==> src/rtl/mem_copy_engine_pkg.sv <==
// Shared types and helpers for the data-memory copy engine.
// Word addressing uses byte addresses whose two low bits select a byte within a word.
package mem_pkg;

    localparam int WORD_BYTES = 4;
    localparam int ADDR_LSB   = 2;
    localparam int PKG_ADDR_W = 32;

    typedef enum logic [1:0] {
        IDLE   = 2'd0,
        READ   = 2'd1,
        WRITE  = 2'd2,
        FINISH = 2'd3
    } copy_state_t;

    function automatic logic [PKG_ADDR_W-ADDR_LSB-1:0] word_idx(input logic [PKG_ADDR_W-1:0] addr);
        return addr[PKG_ADDR_W-1:ADDR_LSB];
    endfunction

endpackage

==> src/rtl/mem_copy_engine.sv <==
// Block copy master for the word-addressed data memory port: one read cycle
// followed by one write cycle per word, ascending addresses, with request validation.
module mem_copy_engine
    import mem_pkg::*;
#(
    parameter int DATA_W    = 32,
    parameter int ADDR_W    = 32,
    parameter int LEN_W     = 8,
    parameter int MEM_WORDS = 65
) (
    input  logic              clk,
    input  logic              rst,
    input  logic              start,
    input  logic [ADDR_W-1:0] src_addr,
    input  logic [ADDR_W-1:0] dst_addr,
    input  logic [LEN_W-1:0]  len,
    output logic              busy,
    output logic              done,
    output logic              err,
    output logic [ADDR_W-1:0] mem_a,
    output logic [DATA_W-1:0] mem_wd,
    output logic              mem_we,
    input  logic [DATA_W-1:0] mem_rd
);

    copy_state_t       state_reg;
    logic [ADDR_W-1:0] src_ptr;
    logic [ADDR_W-1:0] dst_ptr;
    logic [LEN_W-1:0]  count;
    logic [DATA_W-1:0] data_q;
    logic              err_q;

    // End-of-range sums carry one extra bit so a huge address cannot wrap into range.
    logic [ADDR_W:0] src_end;
    logic [ADDR_W:0] dst_end;
    logic            misaligned;
    logic            out_of_range;
    logic            reject;

    assign src_end      = (ADDR_W+1)'(word_idx(src_addr)) + (ADDR_W+1)'(len);
    assign dst_end      = (ADDR_W+1)'(word_idx(dst_addr)) + (ADDR_W+1)'(len);
    assign misaligned   = (src_addr[ADDR_LSB-1:0] != '0) || (dst_addr[ADDR_LSB-1:0] != '0);
    assign out_of_range = (src_end > (ADDR_W+1)'(MEM_WORDS)) || (dst_end > (ADDR_W+1)'(MEM_WORDS));
    assign reject       = misaligned || out_of_range;

    always_ff @(posedge clk) begin
        if (!rst) begin
            state_reg <= IDLE;
            src_ptr   <= '0;
            dst_ptr   <= '0;
            count     <= '0;
            data_q    <= '0;
            err_q     <= 1'b0;
        end else begin
            case (state_reg)
                IDLE: begin
                    err_q <= 1'b0;
                    if (start) begin
                        src_ptr <= src_addr;
                        dst_ptr <= dst_addr;
                        count   <= len;
                        if (reject) begin
                            err_q     <= 1'b1;
                            state_reg <= FINISH;
                        end else if (len == '0) begin
                            state_reg <= FINISH;
                        end else begin
                            state_reg <= READ;
                        end
                    end
                end
                READ: begin
                    data_q    <= mem_rd;
                    state_reg <= WRITE;
                end
                WRITE: begin
                    src_ptr <= src_ptr + ADDR_W'(WORD_BYTES);
                    dst_ptr <= dst_ptr + ADDR_W'(WORD_BYTES);
                    count   <= count - LEN_W'(1);
                    if (count == LEN_W'(1)) begin
                        state_reg <= FINISH;
                    end else begin
                        state_reg <= READ;
                    end
                end
                FINISH: begin
                    err_q     <= 1'b0;
                    state_reg <= IDLE;
                end
                default: state_reg <= IDLE;
            endcase
        end
    end

    // Moore decode; the address bus idles at zero outside the two access states.
    always_comb begin
        busy   = (state_reg != IDLE);
        done   = (state_reg == FINISH);
        err    = (state_reg == FINISH) && err_q;
        mem_we = (state_reg == WRITE);
        mem_wd = data_q;
        mem_a  = '0;
        if (state_reg == READ) begin
            mem_a = src_ptr;
        end else if (state_reg == WRITE) begin
            mem_a = dst_ptr;
        end
    end

endmodule

==> config.mk <==
export PLATFORM = sky130hd
export DESIGN_NAME = mem_copy_engine
export DESIGN_NICKNAME = d
export VERILOG_FILES = /design/src/rtl/mem_copy_engine_pkg.sv /design/src/rtl/mem_copy_engine.sv
export SDC_FILE = /design/constraint.sdc
export NUM_CORES = 1
export LEC_CHECK = 0
export BUFFER_PORTS_ARGS = -buffer_cell sky130_fd_sc_hd__buf_4
export CORE_ASPECT_RATIO = 0.8
export CORE_UTILIZATION = 55
export CTS_CLUSTER_DIAMETER = 100
export DETAILED_ROUTE_END_ITERATION = 10
export GPL_TIMING_DRIVEN = 0
export HOLD_SLACK_MARGIN = 0.06
export PLACE_DENSITY = 0.92
export SYNTH_ARGS = -nofsm -noshare
export SYNTH_HDL_FRONTEND = slang
export SYNTH_SLANG_ARGS = --single-unit
==> constraint.sdc <==
create_clock -name clk -period 4.9 [get_ports clk]
set_input_delay 0.245 -clock clk [delete_from_list [all_inputs] [get_ports clk]]
set_output_delay 0.245 -clock clk [all_outputs]
set_load 0.03 [all_outputs]
==> metrics.yaml <==
outcome: "complete, no violations"
ys_seq_area_share_pct: 26.8
p_leak_nw: 3.75
yosysMostFrequentCell: "nand2_1"
grt_pass1_vias: 8911
synth_edf_count: 0
fmax_mhz: 260
drive_above_1_share_pct: 17.8
synth_cell_types: 72
utilization_pct: 70.3
powerDensity_nw_per_um2: 387
rows: 38
postSynthAreaPerCell_um2: 7.25
hold_end: "mem_wd[22]"
cts_max_path_buffers: 2
cp-start-kind: "flip-flop"
max_cap_violations: 0
hold_buffers: 0
rsz0062_at_grt: "no"
irDropWorstVdd_mv: 0.243
hpwl_um: 23800
ys.flop_type: "dfxtp_1"
nets: 1412
setup_ws_ns: 1.05
avgViaCountPerCell: 6.83
grt_usage_pct: 42.6
syn-num-nets: 1236
grt_start_max_net_pins: 19
crit_fanout: 11
start_util_pct: 57.5
worst_pin_slew_ns: 1.29
ant_nets: 0
insertion_delay_ns: 0.36
h-tree-depth: 3
hold_depth: 3
core_um2: 13900
dp.cells: 1447
synth_cells: 1102
p_total_mw: 3.77
stdcell_count: 1464
synth_top_area_share_pct: 26.8
drc: 0
timing.final.crit_share_pct: 78.5
gp_routability_congestion: 1.06
ys_warn_count: 0
whs_ns: 0.140
synthTopCellsByCount: "133 x nand2_1, 107 x a21oi_1, 107 x dfxtp_1"
root_buffer: "clkbuf_16"
wl_per_cell_um: 22.1
fin_tns_setup_ns: 0
skew_ns: 0.00997
pre_cts_ws_ns: 1.30
io_buffers: 165
r2r_slack_ns: 1.34
critPathCaptureType: "output pin"
synthTopCellsByArea: "dfxtp_1 27%, a21oi_1 6.7%, nand2_1 6.3%"
hp-class: "in2reg"
area_growth_pct: 22.1
critical_path_class: "reg2out"
register_area_um2: 2140
placed_area_um2: 9450
min_period_ns: 3.85
async_flop_share_pct: 0
reg2reg_depth: 8
dieWidth_um: 137
r2r-end: "count[0]"
post-cts-setup-buffers: 0
r2r_start: "state_reg[0]"
firstDrtPassIters: 8
critical_path_required_ns: 4.66
fin_area_um2: 9760
cts_tree: "built"
n_fill_cell: 1193
grt-ovfl-total: 0
drt_wl_total_um: 32300
min_from: "mem_rd[22]"
ios: 175
vias: 10000
dr.first_iter.drc_count: 1870
synth_area_um2: 7990
synth-seq-cells: 107
hold_viol: 0
die_h_um: 110
antenna_found_initial: 1
cts_resized: 0
slew_headroom_pct: 13.2
grt_pass1_wl_um: 47900
dieArea_um2: 15000
finalSetupViolCount: 0
drv_slew: 0
cts_buffers: 9
multi_input_comb_area_um2: 5410
cts.sinks: 107
clk_pin_slew_ns: 0.07
crit_arrival_ns: 3.60
synth_area_leader_cell: "dfxtp_1"
==> layout make-up <==
cell class / count / area share [%]
Clock buffer: 9 / 2.31
Timing Repair Buffer: 165 / 12.7
Multi-Input combinational cell: 882 / 55.5
Sequential cell: 107 / 22.0
Buffer: 79 / 3.14
Antenna cell: 1 / 0.0257
Inverter: 34 / 1.31
Clock inverter: 7 / 0.782
Tap cell: 180 / 2.31
==> critical path, stage by stage, from the launching register on <==
cell	delay, ns
dfxtp_1	0.34
inv_1	0.11
ha_1	0.39
clkbuf_1	0.44
clkbuf_1	0.60
clkbuf_1	0.76
nand2_1	0.10
o21ai_0	0.28
buf_4	0.22
==> cell families after synthesis <==
family          after synthesis  share of synthesized area (%)
xor+xnor                     17                           1.86
flops                       107                           26.8
fa+ha+maj                    27                           4.42
compound gates              348                           27.9
buf+inv                     113                           5.44
simple gates                449                           28.4
mux                          41                           5.20
==> power breakdown <==
group,internal [mW],switching [mW]
sequential,1.05,0.182
combinational,0.592,1.19
clock,0.401,0.363
total,2.04,1.73
==> how the worst max path moves through the flow <==
stage | start | endpoint | slack [ns]
2_1_floorplan | state_reg[0] | mem_a[11] | 2.16
4_1_cts | state_reg[0] | mem_a[31] | 1.33
3_5_place_dp | len[0] | state_reg[1] | 1.30
6_report | state_reg[0] | mem_a[31] | 1.05
5_1_grt | state_reg[0] | mem_a[4] | 1.03
3_3_place_gp | len[0] | err_q | 1.35
==> metal layers <==
layer / global-route usage [%] / routed length [um] / up-vias
met2: 61.9 / 12900 / 928
met5: 0 / 0 / -
met3: 12.6 / 5410 / 199
met4: 21.6 / 1820 / 0
met1: 56.8 / 12300 / 4485
li1: - / - / 4388
==> cell usage in the layout, fill, tap and decap left out, types with 12 or more instances in the layout <==
cell type	n
buf_4	165
o31ai_1	14
inv_1	34
nand2_1	133
nor3_1	33
clkbuf_1	64
nand3_1	43
a21oi_1	107
nand4_1	31
nor2_1	81
and3_1	15
o22ai_1	15
mux2i_1	37
a31oi_1	14
o221a_2	19
o21ai_0	98
and2_1	24
nor4_1	12
ha_1	25
nor2b_1	47
dfxtp_1	107
(Power assumes the default switching activity.)
